`src/rtl/btn_conditioner_if.sv`:
```
// ----------------------------------------------------------------------------
// btn_conditioner_if
//
// Purpose:
//     Groups the push-button signals exchanged between the board pins and the
//     button conditioner. The raw button vector flows into the conditioner.
//     The debounced level and the one-cycle press and release pulses flow back
//     out towards cursor_ctrl.
//
// Signals (all NUM_BTN wide, one bit per button channel):
//     btn_raw      asynchronous, bouncy, active-high button pins
//     btn_level    debounced button level
//     btn_press    one-cycle pulse on the initial press and on every auto-repeat
//     btn_release  one-cycle pulse when the debounced level falls
//
// Modports:
//     master   drives btn_raw and observes the conditioned outputs
//     slave    the conditioner itself: reads btn_raw and drives the outputs
// ----------------------------------------------------------------------------
interface btn_conditioner_if #(
    parameter int NUM_BTN = 4
) ();

    logic [NUM_BTN-1:0] btn_raw;
    logic [NUM_BTN-1:0] btn_level;
    logic [NUM_BTN-1:0] btn_press;
    logic [NUM_BTN-1:0] btn_release;

    // The board side (or a testbench) owns the raw pins and watches the results.
    modport master (
        output btn_raw,
        input  btn_level,
        input  btn_press,
        input  btn_release
    );

    // The conditioner consumes the raw pins and produces the cleaned signals.
    modport slave (
        input  btn_raw,
        output btn_level,
        output btn_press,
        output btn_release
    );

endinterface

```
`src/rtl/btn_conditioner.sv`:
```
// ----------------------------------------------------------------------------
// btn_conditioner
//
// Purpose:
//     Conditions the raw board push-buttons (up/down/left/right) before they
//     reach cursor_ctrl. Every channel is handled independently:
//       1. a two-flop synchronizer brings the asynchronous pin into clk,
//       2. a counter-based debouncer accepts a new level only after it has
//          stayed stable for DEB_CYCLES cycles,
//       3. a repeat FSM emits a one-cycle press pulse on the first press,
//          optional auto-repeat pulses while the button is held, and a
//          one-cycle release pulse when the debounced level falls.
//     cursor_ctrl consumes btn_press only, so one physical press moves the
//     cursor exactly once (plus any auto-repeats).
//
// Parameters:
//     NUM_BTN     number of independent button channels
//     DEB_CYCLES  cycles a new level must persist to be accepted (>= 2)
//     RPT_EN      1 = auto-repeat enabled, 0 = single press pulse per hold
//     RPT_DELAY   cycles from the first press pulse to the first repeat pulse
//     RPT_PERIOD  cycles between subsequent repeat pulses (>= 1)
//     CNT_W       counter width, must hold max(DEB_CYCLES, RPT_DELAY, RPT_PERIOD)
//
// Ports:
//     clk   in     LCD pixel clock, all logic on the rising edge
//     rst   in     synchronous, active-high reset
//     bus   slave  btn_raw in; btn_level, btn_press, btn_release out
//                  (the interface width must equal NUM_BTN)
// ----------------------------------------------------------------------------
module btn_conditioner #(
    parameter int NUM_BTN    = 4,
    parameter int DEB_CYCLES = 330000,
    parameter bit RPT_EN     = 1'b1,
    parameter int RPT_DELAY  = 16500000,
    parameter int RPT_PERIOD = 3300000,
    parameter int CNT_W      = 25
) (
    input  logic             clk,
    input  logic             rst,
    btn_conditioner_if.slave bus
);

    // ------------------------------------------------------------------------
    // Types and constants
    // ------------------------------------------------------------------------
    typedef enum logic [1:0] {
        IDLE   = 2'd0,
        DELAY  = 2'd1,
        REPEAT = 2'd2
    } rptState_e;

    // Terminal counts. Every counter compares with == against one of these and
    // is cleared on the same cycle, so none of them can ever wrap.
    localparam logic [CNT_W-1:0] DEB_LAST   = CNT_W'(DEB_CYCLES - 1);
    localparam logic [CNT_W-1:0] DELAY_LAST = CNT_W'(RPT_DELAY - 1);
    localparam logic [CNT_W-1:0] RPT_LAST   = CNT_W'(RPT_PERIOD - 1);
    localparam logic [CNT_W-1:0] CNT_ONE    = CNT_W'(1);

    // ------------------------------------------------------------------------
    // State
    // ------------------------------------------------------------------------
    logic [NUM_BTN-1:0] sync1_q;
    logic [NUM_BTN-1:0] sync2_q;
    logic [NUM_BTN-1:0] level_q;
    logic [NUM_BTN-1:0] level_d;
    logic [NUM_BTN-1:0] press_q;
    logic [NUM_BTN-1:0] release_q;

    logic [CNT_W-1:0]   debCnt_q [NUM_BTN];
    logic [CNT_W-1:0]   debCnt_d [NUM_BTN];
    logic [CNT_W-1:0]   rptCnt_q [NUM_BTN];
    rptState_e          state_q  [NUM_BTN];

    // ------------------------------------------------------------------------
    // Debounce next-state logic.
    // While the synchronized input agrees with the accepted level the counter
    // is held at zero, so any reversion before acceptance restarts the count.
    // While it disagrees the counter climbs; on the cycle it reaches
    // DEB_CYCLES-1 with the input still different, the level toggles and the
    // counter clears. With the two synchronizer flops in front, a steady new
    // pin value shows up on btn_level DEB_CYCLES+2 edges after it is first
    // sampled.
    // ------------------------------------------------------------------------
    always_comb begin
        for (int i = 0; i < NUM_BTN; i++) begin
            level_d[i]  = level_q[i];
            debCnt_d[i] = '0;
            if (sync2_q[i] != level_q[i]) begin
                if (debCnt_q[i] == DEB_LAST) begin
                    level_d[i] = ~level_q[i];
                end else begin
                    debCnt_d[i] = debCnt_q[i] + CNT_ONE;
                end
            end
        end
    end

    // ------------------------------------------------------------------------
    // Synchronizer and debounce registers.
    // btn_raw is only ever read here into the first flop; the debouncer looks
    // at the second flop alone, so metastability never reaches real logic.
    // ------------------------------------------------------------------------
    always_ff @(posedge clk) begin
        if (rst) begin
            sync1_q <= '0;
            sync2_q <= '0;
            level_q <= '0;
            for (int i = 0; i < NUM_BTN; i++) begin
                debCnt_q[i] <= '0;
            end
        end else begin
            sync1_q <= bus.btn_raw;
            sync2_q <= sync1_q;
            level_q <= level_d;
            for (int i = 0; i < NUM_BTN; i++) begin
                debCnt_q[i] <= debCnt_d[i];
            end
        end
    end

    // ------------------------------------------------------------------------
    // Repeat FSM, one per channel, with registered press/release outputs.
    // It reacts to the edge between level_q and level_d so that the press or
    // release pulse lands on the very same edge that updates btn_level.
    // A falling level wins over everything else: it emits the release pulse,
    // suppresses any repeat pulse that would have coincided, and returns to
    // IDLE. Reset clears the state silently, so a button still held when
    // reset drops is seen as a brand-new press after the debounce time.
    // With repeat disabled the FSM parks in REPEAT and never pulses again
    // until the button is released.
    // ------------------------------------------------------------------------
    always_ff @(posedge clk) begin
        if (rst) begin
            press_q   <= '0;
            release_q <= '0;
            for (int i = 0; i < NUM_BTN; i++) begin
                rptCnt_q[i] <= '0;
                state_q[i]  <= IDLE;
            end
        end else begin
            for (int i = 0; i < NUM_BTN; i++) begin
                press_q[i]   <= 1'b0;
                release_q[i] <= 1'b0;

                if (level_q[i] && !level_d[i]) begin
                    release_q[i] <= 1'b1;
                    rptCnt_q[i]  <= '0;
                    state_q[i]   <= IDLE;
                end else begin
                    case (state_q[i])
                        IDLE: begin
                            rptCnt_q[i] <= '0;
                            if (!level_q[i] && level_d[i]) begin
                                press_q[i] <= 1'b1;
                                state_q[i] <= RPT_EN ? DELAY : REPEAT;
                            end
                        end

                        DELAY: begin
                            if (rptCnt_q[i] == DELAY_LAST) begin
                                press_q[i]  <= 1'b1;
                                rptCnt_q[i] <= '0;
                                state_q[i]  <= REPEAT;
                            end else begin
                                rptCnt_q[i] <= rptCnt_q[i] + CNT_ONE;
                            end
                        end

                        REPEAT: begin
                            if (!RPT_EN) begin
                                rptCnt_q[i] <= '0;
                            end else if (rptCnt_q[i] == RPT_LAST) begin
                                press_q[i]  <= 1'b1;
                                rptCnt_q[i] <= '0;
                            end else begin
                                rptCnt_q[i] <= rptCnt_q[i] + CNT_ONE;
                            end
                        end

                        default: begin
                            rptCnt_q[i] <= '0;
                            state_q[i]  <= IDLE;
                        end
                    endcase
                end
            end
        end
    end

    // ------------------------------------------------------------------------
    // All outputs come straight from flops.
    // ------------------------------------------------------------------------
    assign bus.btn_level   = level_q;
    assign bus.btn_press   = press_q;
    assign bus.btn_release = release_q;

endmodule

```
`src/flat_wrapper.sv`:
```
// flat-port wrapper written by rule: the top's interface ports become plain ports
module btn_conditioner_flat 
#(
    parameter int NUM_BTN    = 4,
    parameter int DEB_CYCLES = 330000,
    parameter bit RPT_EN     = 1'b1,
    parameter int RPT_DELAY  = 16500000,
    parameter int RPT_PERIOD = 3300000,
    parameter int CNT_W      = 25
)
  (clk, rst, bus_btn_raw, bus_btn_level, bus_btn_press, bus_btn_release);
  btn_conditioner_if #(.NUM_BTN(NUM_BTN)) bus_i ();
  input  logic clk;
  input  logic rst;
  input wire logic [$bits(bus_i.btn_raw)-1:0] bus_btn_raw;
  output wire logic [$bits(bus_i.btn_level)-1:0] bus_btn_level;
  output wire logic [$bits(bus_i.btn_press)-1:0] bus_btn_press;
  output wire logic [$bits(bus_i.btn_release)-1:0] bus_btn_release;
  assign bus_i.btn_raw = bus_btn_raw;
  assign bus_btn_level = bus_i.btn_level;
  assign bus_btn_press = bus_i.btn_press;
  assign bus_btn_release = bus_i.btn_release;
  btn_conditioner #(.NUM_BTN(NUM_BTN), .DEB_CYCLES(DEB_CYCLES), .RPT_EN(RPT_EN), .RPT_DELAY(RPT_DELAY), .RPT_PERIOD(RPT_PERIOD), .CNT_W(CNT_W)) u_core (.clk(clk), .rst(rst), .bus(bus_i));
endmodule
```
`config.mk`:
```
export PLATFORM = sky130hd
export DESIGN_NAME = btn_conditioner_flat
export DESIGN_NICKNAME = d
export VERILOG_FILES = /design/src/rtl/btn_conditioner_if.sv /design/src/rtl/btn_conditioner.sv /design/src/flat_wrapper.sv
export SDC_FILE = /design/constraint.sdc
export NUM_CORES = 1
export LEC_CHECK = 0
export CAP_MARGIN = 40
export CELL_PAD_IN_SITES_DETAIL_PLACEMENT = 2
export CELL_PAD_IN_SITES_GLOBAL_PLACEMENT = 2
export CORE_MARGIN = 2
export CORE_UTILIZATION = 40
export CTS_BUF_LIST = sky130_fd_sc_hd__clkbuf_8
export CTS_CLUSTER_DIAMETER = 30
export DETAILED_ROUTE_END_ITERATION = 10
export GPL_ROUTABILITY_DRIVEN = 0
export MAX_ROUTING_LAYER = met4
export PLACE_DENSITY_LB_ADDON = 0.1
export SETUP_SLACK_MARGIN = 0.15
export SYNTH_ARGS = -nofsm -noshare
export SYNTH_HDL_FRONTEND = slang
export SYNTH_SLANG_ARGS = --single-unit
```
`constraint.sdc`:
```
create_clock -name clk -period 2.71 [get_ports clk]
set_input_delay 0.542 -clock clk [delete_from_list [all_inputs] [get_ports clk]]
set_output_delay 0.542 -clock clk [all_outputs]
set_load 0.02 [all_outputs]
```
Word-level counts from Yosys, hierarchy flattened
Memory sizes are Yosys's and may differ from the RTL's.
Cells that the tools add are included.
{ "totals": {"ff_bits": 20, "mem_bits_rw": 208, "in_bits": 6, "output_inout_bits": 12, "word_cells": 338, "memories": 3} }
{ "classes": {"n_addsub": 8, "eq_ne": 24, "n_mux": 215, "bitwise_logic": 52, "reduce_logical": 28} }
{ "mem_list": {"columns": ["memory", "words", "width", "read_ports", "rd_clocked_by_memory_dff", "wr", "line", "rtl"], "rows": [
  ["u_core.debCnt_q", 4, 25, 4, 0, 4, "btn_conditioner.sv:69", "logic [CNT_W-1:0] debCnt_q [NUM_BTN];"],
  ["u_core.rptCnt_q", 4, 25, 4, 0, 4, "btn_conditioner.sv:71", "logic [CNT_W-1:0] rptCnt_q [NUM_BTN];"],
  ["u_core.state_q", 4, 2, 4, 0, 4, "btn_conditioner.sv:72", "rptState_e state_q [NUM_BTN];"]
]} }
{ "op_table": {"columns": ["op", "n"], "rows": [
  ["2-to-1 mux 25 bit", 40],
  ["adder 25 x 1 -> 25 bit (second input constant)", 8],
  ["2-to-1 mux 1 bit", 155],
  ["equality test 25 x 19 -> 1 bit (second input constant)", 4],
  ["equality test 25 x 22 -> 1 bit (second input constant)", 4],
  ["equality test 25 x 24 -> 1 bit (second input constant)", 4],
  ["bitwise OR 1 bit", 48],
  ["2-to-1 mux 2 bit", 16],
  ["case mux 1 bit (3 select lines)", 4],
  ["OR reduction 3 bit", 4],
  ["equality test 2 x 1 -> 1 bit (second input constant)", 4],
  ["equality test 2 bit (second input constant)", 4],
  ["logical AND 1 bit", 8],
  ["zero test 1 bit", 8],
  ["zero test 2 bit", 4],
  ["OR reduction 2 bit", 4],
  ["!= test 1 bit", 4],
  ["NOT 1 bit", 4]
]} }

Logic depth before layout (Yosys ltp)
{ "logic_depth": {"depth_word": 15, "ltp_mapped": 8, "mapped_depth_nobuf": 6} }

Least setup slack after synthesis
Ideal clock, no wire load.
{ "synth_path": {"path_type": "register to register", "startpoint": "memory u_core.rptCnt_q[3][18]", "endpoint": "memory u_core.rptCnt_q[3][20], data pin", "setup_time_ps": 254, "t_arrival_ps": 2160, "setup_slack_ps": 296, "path_stages_with_launch": 7, "path_cell_list": "edfxtp_1 -> or4b_4 -> or3_4 -> o41a_1 -> o21ai_4 -> buf_6 -> nor2_2"} }
{ "synth_lines": {"columns": ["item", "line"], "rows": [
  ["start, declared", "btn_conditioner.sv:71"]
]} }

==> flow_summary.yaml <==
grt:
  grt_overflow_total: 0
  gr-usage-all-layers_pct: 21.30
  antenna_found_initial: 0
  grt_pass1_vias: 10230
  grt_pass1_wl_mm: 51.78
  grt_start_max_net_pins: 29
synth:
  synth_cell_type_count: 57
  synth-edff-count: 108
  ys_ff_latch: 228
  yosysTopAreaCellShare_pct: 28.53
  seq_area_frac_synth_pct: 49.66
  yosys-top-cells-area: "edfxtp_1 (29%), dfxtp_1 (21%), nor2_1 (8.1%)"
  yosys_warnings: 0
  netlist_area_um2: 11370
  netlist.top_cell.by_area: "edfxtp_1"
  async_reset_ff_share_pct: 0
  synthTopCellsByCount: "nor2_1 (244), dfxtp_1 (120), edfxtp_1 (108), xor2_1 (102)"
  dominantRegCellSynth: "dfxtp_1"
  syn-instance-count: 1184
  synth.most_common_cell: "nor2_1"
  avgSynthCellArea_um2: 9.602
timing:
  fin_skew_ns: 0.02699
  setup_violations: 0
  final_hold_viol_count: 0
  worst_slew_pin_slew_ns: 0.6352
  max_clock_freq_mhz: 398.6
  fin_crit_sh_pct: 92.56
  rsz0062_at_grt: "no"
  slew_viol_final: 0
  setup_tns_ns: 0
  relSlewSlack_pct: 57.26
  hold_slack_ns: 0.4410
  layout_min_cycle_time_ns: 2.508
place:
  dp_cells: 1665
  portBuffers: 17
  dp_hpwl_mm: 19.64
  dpl_cell_area_um2: 12440
routing:
  firstDrtPassIters: 4
  drt-total-wl_mm: 30.78
  ant_nets: 0
  drt_iter0_markers: 286
  viasPerCell: 5.162
  drc_errors: 0
  num_vias: 9219
  wl_per_cell_um: 17.23
critical_path:
  crit_start: "u_core.rptCnt_q[3][5]"
  crit_type: "reg -> reg"
  cp_cell_sequence: "or4b_4 > or3_4 > o41a_1 > o21ai_4 > clkbuf_16 > nor2_2"
  cp-start-kind: "flop"
  crit_path_end_kind: "flop"
  worstPathRequired_ns: 3.06
  slowest_stage: "or4b_4"
  crit_path_max_fanout: 6
  reg2regPathDepth: 6
  timing.rr.end: "u_core.rptCnt_q[3][15]"
  regToRegSetupSlack_ns: 0.20
  slowest_delay_ns: 0.56
  arrival_ns: 2.85
  rr_startpoint: "u_core.rptCnt_q[3][5]"
clock_network:
  cts.clk_slew.worst_paths_ns: 0.05
  clk_latency_ns: 0.60
  cts_max_path_buffers: 3
  htree_levels: 2
  tritoncts: "built"
  cts_root_buffer: "clkbuf_8"
  clock_sinks: 228
  cts_inserted_buffers: 61
pwr:
  pwr-share-comb_pct: 3.0
  ir_worst_vdd_v: 0.0004124
  sw_frac_of_total_pct: 22.27
  p_switching_w: 0.002112
  leakage_nw: 4.850
  power-per-cell-area_nw_per_um2: 675.1
  seqPwrFrac_pct: 40.4
  pwr-share-clk_pct: 56.6
  cellInternalPower_w: 0.007374
hold_path:
  hold_end: "u_core.sync2_q[0]"
  hold_path_class: "reg -> reg"
  min_path_cells: 1
  min_from: "u_core.sync1_q[0]"
finish:
  drive_gt1_share_pct: 11.58
  syn2layout_area_growth_pct: 23.60
  antenna_cells: 0
  instances_no_fill: 1786
  finalInstanceArea_um2: 14050
  final_core_util_pct: 50.44
  nets: 1370
  fill_cells: 2931
floorplan:
  io_pins: 18
  die_h_um: 172.6
  chipWidth_um: 172.6
  rows: 61
  core-area_um2: 27860
  die-area_um2: 29790
  start_util_pct: 40.81
flow_run:
  drv_cap: 0
outcome:
  run_status: "finished, final reports clean"
-- layout make-up --
cell class	count	area, um2	area share [%]
Multi-Input combinational cell	1001	5884	41.88
Clock inverter	44	526.8	3.749
Tap cell	378	473.0	3.366
Inverter	19	71.32	0.5076
Clock buffer	71	977.2	6.955
Sequential cell	228	5645	40.18
Timing Repair Buffer	45	473.0	3.366
-- registers in the layout (all words and copies together) (netlist names) --
signal                  cells
u_core.bus.btn_press        4
u_core.state_q              8
u_core.sync1_q              4
u_core.bus.btn_level        4
u_core.rptCnt_q           100
u_core.bus.btn_release      4
u_core.sync2_q              4
u_core.debCnt_q           100
-- critical path: cells and delay by family (launching register included) --
family                 cells  cell delay [ns]
and+or+nand+nor            3             0.95
AOI/OAI and AO/OA          2             0.67
DFF                        1             0.41
buffers and inverters      1             0.22
-- kinds of logic after synthesis --
| kind of cell | share of synthesized area, % |
|---|---|
| mux | 0.3522 |
| compound gates | 2.135 |
| buf+inv | 2.003 |
| simple gates | 30.76 |
| other cells | 0.03299 |
| flops | 49.66 |
| fa+ha+maj | 0.8805 |
| xor+xnor | 14.18 |
-- power by group through the flow --
stage / logic (W) / registers (W) / clock network [W]
after floorplan: 0.000205 / 0.00385 / 0
after global placement: 0.000253 / 0.00389 / 0
after detailed placement: 0.000264 / 0.00390 / 0
after CTS: 0.000272 / 0.00383 / 0.00551
after global routing: 0.000329 / 0.00384 / 0.00571
final: 0.000289 / 0.00383 / 0.00537
-- what timing repair did --
action,in CTS,in global routing
resized for setup,2,2
setup buffers,0,3
hold buffers,0,0
cloned,0,3
endpoints found under the setup margin,25,34
pin swaps,0,2
-- how the worst max path moves through the flow --
stage,end,slack (ns),cells past startpoint
final,u_core.rptCnt_q[3][15],0.20,6
after global placement,u_core.rptCnt_q[3][6],0.25,6
after global routing,u_core.rptCnt_q[3][10],0.14,6
after floorplan,u_core.rptCnt_q[3][20],0.30,6
after detailed placement,u_core.rptCnt_q[3][5],0.22,6
after CTS,u_core.rptCnt_q[3][3],0.19,6
-- metal layers --
metal  share of wire [%]  vias to the layer above  track usage [%]
met2                  52                      107            37.72
met5                   0                        -                -
met1                  43                     4602            24.78
met4                 2.0                        0            6.481
met3                 3.0                       56            3.408
li1                    -                     4454                -
-- cell usage in the layout (no fill, tap or decap), types with 28 or more instances in the layout --
cell,netlist,routed
nor3_1,28,28
and3_1,29,29
nand3_1,82,82
xnor2_1,82,82
edfxtp_1,108,108
nand2_1,66,66
clkbuf_8,0,71
nor2_1,244,244
dfxtp_1,120,120
xor2_1,102,102
nand4_1,68,68
and4_1,32,32
conb_1,1,100
-- metrics by stage --
step | total power (W) | worst slack, ns
floorplan | 0.004056 | 0.2960
global placement | 0.004142 | 0.2525
detailed placement | 0.004159 | 0.2226
CTS | 0.009614 | 0.1862
global route | 0.009879 | 0.1380
finish | 0.009486 | 0.2015
No activity file was read; power rests on OpenSTA's default activity.
==> edit 1, RTL diff (config.mk and constraints unchanged) <==
`RPT_EN` is set to 1'b1 in 2 places; all go to 1'b0.
--- a/src/rtl/btn_conditioner.sv
+++ b/src/rtl/btn_conditioner.sv
@@ -32,3 +32,3 @@
     parameter int DEB_CYCLES = 330000,
-    parameter bit RPT_EN     = 1'b1,
+    parameter bit RPT_EN     = 1'b0,
     parameter int RPT_DELAY  = 16500000,
--- a/src/flat_wrapper.sv
+++ b/src/flat_wrapper.sv
@@ -5,3 +5,3 @@
     parameter int DEB_CYCLES = 330000,
-    parameter bit RPT_EN     = 1'b1,
+    parameter bit RPT_EN     = 1'b0,
     parameter int RPT_DELAY  = 16500000,
Formal check against the unedited RTL: no difference found for any inputs over 10 cycles, from zero or initial values and one cycle with rst high; that may be too few to reach the edited logic, so the function may still have changed.
==> edit 1 against the original RTL <==
Synthesized area decreased by 50%; total power down 63%; sequential cell count is 104 lower; final area decreased by 54%; first-iteration DRC count is 17% lower; wire length shrank 48%; worst setup slack improved by 0.31 ns; critical path type unchanged; largest power group is now registers.
==> edit 1: results (changes against the original RTL) <==
* Wirelength, routed at 15900 um (-48%)
* Nets at 681 (-50%)
* Worst Path Max Fanout at 16 (+10)
* Largest net degree at the start of global routing at 33 (+14%)
* Bufs w/o clock at 25 (-44%)
* Post-synth top cells: dfxtp_1 (120), nor2_1 (64), a21oi_1 (44)
* EDFF count, synth at 4 (-96%)
* Most flops, register: u_core.debCnt_q
* CTS Buffer Depth at 2 (-1)
* Global-route wire length before repair at 27000 um (-48%)
* CLK BUF at 23 (-68%)
* DRT iter0 DRCs at 238 (-17%)
* Clk Latency, worst-skew pair at 0.44 ns (-0.16 ns)
* Buffering overhead at 3.60% (+0.23 points)
* Port bufs at 17 (unchanged)
* Via/cell ratio at 5.74 (+11%)
* Origin of the worst setup path: u_core.debCnt_q[3][9]$_SDFF_PP0_
* Met1 wire length at 7500 um (-43%)
* WL met3 at 287 um (-68%)
* Flops & latches, synth at 124 (-46%)
* R2R depth at 5 (-1)
* WHS at 0.441 ns (+0.000453 ns)
* Register area share after synthesis at 44.5% (-5.2 points)
* Layout cell share with drive strength beyond 1 at 8.33% (-3.2 points)
* WL met2 at 7940 um (-51%)
* Die ar. at 15100 um2 (-49%)
* Critical path's largest stage delay at 0.58 ns (+0.02 ns)
* Antenna diode count at 1 (+1)
* Slowest CP cell: o21ai_1
* Multi-input logic area at 2990 um2 (-49%)
* Clk_skew at 0.00816 ns (-0.0188 ns)
* CTS buffer count at 17 (-72%)
* Drt wl/cell at 18.4 um (+6.5%)
* #MultiIn Comb at 493 (-51%)
* DP Area at 6010 um2 (-52%)
* Post-CTS Setup Repair Bufs at 0 (unchanged)
* Synth cell types at 45 (-21%)
* GRT Util Overall at 23.3% (+2.0 points)
* Number of global-route vias before repair at 5335 (-48%)
* Rel. slew slack at 58.7% (+1.4 points)
* # resized after CTS at 0 (-2)
* Critical R2R Launch: u_core.debCnt_q[3][9]$_SDFF_PP0_
* CP arrival at 2.53 ns (-0.32 ns)
* Clk cell area share at 6.03% (-4.7 points)
* Dpl hpwl at 11100 um (-44%)
* Inverters at 10 (-9)
* Crit path to: u_core.debCnt_q[3][5]$_SDFF_PP0_
* Status: complete, no violations
* Fill cells at 1560 (-47%)
* Syn avg cell area at 8.63 um2 (-10%)
* Peak supply drop at 0.307 mV (-26%)
* Seq. cell area at 2520 um2 (-55%)
* Top cells by area, synth: dfxtp_1 (42%), xor2_1 (4.3%), nor2_1 (4.2%), xnor2_1 (4.0%), a21oi_1 (3.9%)
* Pre-CTS setup slack at 0.471 ns (+0.248 ns)
* Htree depth at 4 (+2)
edit 1: cell count changes after synthesis, sizes merged, moves of 40 or more:
cell	change
xor2	-74
edfxtp	-104
a21oi	+40
nor2	-200
xnor2	-56
edit 1: logic make-up after synthesis:
family	synth area share, %
simple gates	33.9
flops	44.5
compound gates	9.60
xor+xnor	8.34
buf+inv	2.78
fa+ha+maj	0.882
edit 1: per-layer routing:
| layer | GRT usage, % | up-vias |
|---|---|---|
| met5 | - | - |
| met4 | 6.04 | 0 |
| met3 | 4.84 | 13 |
| met2 | 38.6 | 34 |
| met1 | 29.0 | 2501 |
| li1 | - | 2416 |
edit 1: where the power goes:
part	internal [mW]	switching, mW
clock	0.856	0.728
sequential	1.84	0.00496
combinational	0.0197	0.0294
==> edit 2, RTL diff (same settings) <==
Made on the original files. `NUM_BTN` is set to 4 in 3 places; all go to 8.
--- a/src/rtl/btn_conditioner_if.sv
+++ b/src/rtl/btn_conditioner_if.sv
@@ -20,3 +20,3 @@
 interface btn_conditioner_if #(
-    parameter int NUM_BTN = 4
+    parameter int NUM_BTN = 8
 ) ();
--- a/src/rtl/btn_conditioner.sv
+++ b/src/rtl/btn_conditioner.sv
@@ -30,3 +30,3 @@
 module btn_conditioner #(
-    parameter int NUM_BTN    = 4,
+    parameter int NUM_BTN    = 8,
     parameter int DEB_CYCLES = 330000,
--- a/src/flat_wrapper.sv
+++ b/src/flat_wrapper.sv
@@ -3,3 +3,3 @@
 #(
-    parameter int NUM_BTN    = 4,
+    parameter int NUM_BTN    = 8,
     parameter int DEB_CYCLES = 330000,
Interface: changed (resized bus_btn_level, bus_btn_press, bus_btn_raw and bus_btn_release); port bits go from 18 to 34. The function was not compared with the original's and may differ.
==> edit 2 against the original RTL <==
Combinational power is 100% higher; wire length is 110% higher; synthesized area is 98% higher; hold slack worse by 0.21 ns; count of clock-buffer cells in the layout is 83 higher; clock skew is 0.0061 ns higher; final area is 98% higher; worst setup slack worse by 0.028 ns; global-route usage is 2.3 points higher; non-clock buffer count is 42 higher; total power is 100% higher; first-iteration DRC count grew to 3.0 times the old value; sequential cell count is 228 higher; highest routed layer unchanged.
==> edit 2: results (changes against the original RTL) <==
* Status: complete, no violations
* Post-route cell area at 27900 um2 (+98%)
* Worst Path Max Fanout at 13 (+7)
* Post-synth top cells: nor2_1 (471), dfxtp_1 (240), edfxtp_1 (216)
* Hold Path Origin: rst
* Dpl hpwl at 40100 um (+100%)
* Slowest CP cell: nor4b_1
* EDFF count, synth at 216 (+100%)
* CTS buffer count at 134 (+120%)
* Worst-Margin Slew at 0.638 ns (+0.00260 ns)
* DP Area at 24600 um2 (+98%)
* Htree depth at 4 (+2)
* CP arrival at 3.04 ns (+0.19 ns)
* Drt wl/cell at 18.4 um (+6.8%)
* End of the worst register-to-register path: u_core.rptCnt_q[0][27]$_SDFFCE_PP0P_
* GRT Util Overall at 23.6% (+2.3 points)
* Top cells by area, synth: edfxtp_1 (29%), dfxtp_1 (21%), nor2_1 (7.9%), xnor2_1 (7.3%), xor2_1 (6.9%)
* Hold EP: u_core.bus.btn_level[0]$_SDFF_PP0_
* Clk_skew at 0.0331 ns (+0.00614 ns)
* Drt first pass iters at 5 (+1)
* WHS at 0.234 ns (-0.207 ns)
* F_max at 394 MHz (-1.1%)
* Clk Latency, worst-skew pair at 0.79 ns (+0.19 ns)
* Initial antenna violation count at 1 (+1)
* Worst reg2reg setup slack at 0.17 ns (-0.03 ns)
* Global-route wire length before repair at 107000 um (+110%)
* Largest net degree at the start of global routing at 56 (+93%)
* Hold Path Stages at 3 (+2)
* DRT iter0 DRCs at 844 (+200%)
* Fill cells at 5904 (+100%)
* Origin of the worst setup path: u_core.rptCnt_q[0][32]$_SDFFCE_PP0P_
* Synth cell types at 69 (+21%)
* Leak at 9.53 nW (+96%)
## edit 2: cell types whose count changed after synthesis, sizes merged, moves of 72 or more
cell	unedited run	this run
nand2	66	138
xnor2	82	188
dfxtp	120	240
nor2	264	471
nor3	28	111
xor2	102	177
edfxtp	108	216
## edit 2: cell families (layout without fill, tap and decap cells)
group                    count (synthesis)  count (layout)  synth area share, %
AO/OA/AOI/OAI                           60              60                 2.04
XOR/XNOR                               365             365                 14.2
adder cells (fa/ha/maj)                 16              16                0.890
buffers and inverters                  114             383                 2.05
flip-flops                             456             456                 50.2
multiplexers                             8               8                0.356
other                                    1             201               0.0167
AND/OR/NAND/NOR                       1322            1322                 30.3
## edit 2: per-layer routing
layer  vias to the layer above  wire, um  share of wire [%]  GRT usage, %
li1                       8876         -                  -             -
met1                      9321     27700                 42          26.4
met2                       230     34400                 53          41.3
met3                       126      1860                2.8          4.78
met4                         0      1540                2.3          8.87
met5                         -         0                  0             -
## edit 2: worst max-delay path: cells and delay by family, from the launching register on
kind	cells	cell delay [ns]
compound gates	2	0.73
buf+inv	1	0.19
flops	1	0.51
simple gates	3	0.83
## edit 2: area by class of cell
type	instances	share of cell area [%]
Multi-Input combinational cell	1971	41.6
Sequential cell	456	40.5
Clock buffer	154	7.60
Clock inverter	94	3.36
Tap cell	748	3.36
Timing Repair Buffer	87	2.97
Inverter	48	0.646
Antenna cell	1	0.00897
## edit 2: what timing repair did
action,4_1_cts,5_1_grt
endpoints found under the setup margin,27,122
pin swaps,0,2
setup buffers,1,7
cloned,0,2
endpoints found under the hold margin,0,0
resized for setup,5,13
## edit 2: report_power, final
group	internal [mW]	switching (mW)
clock	6.86	3.98
sequential	7.42	0.234
combinational	0.230	0.347
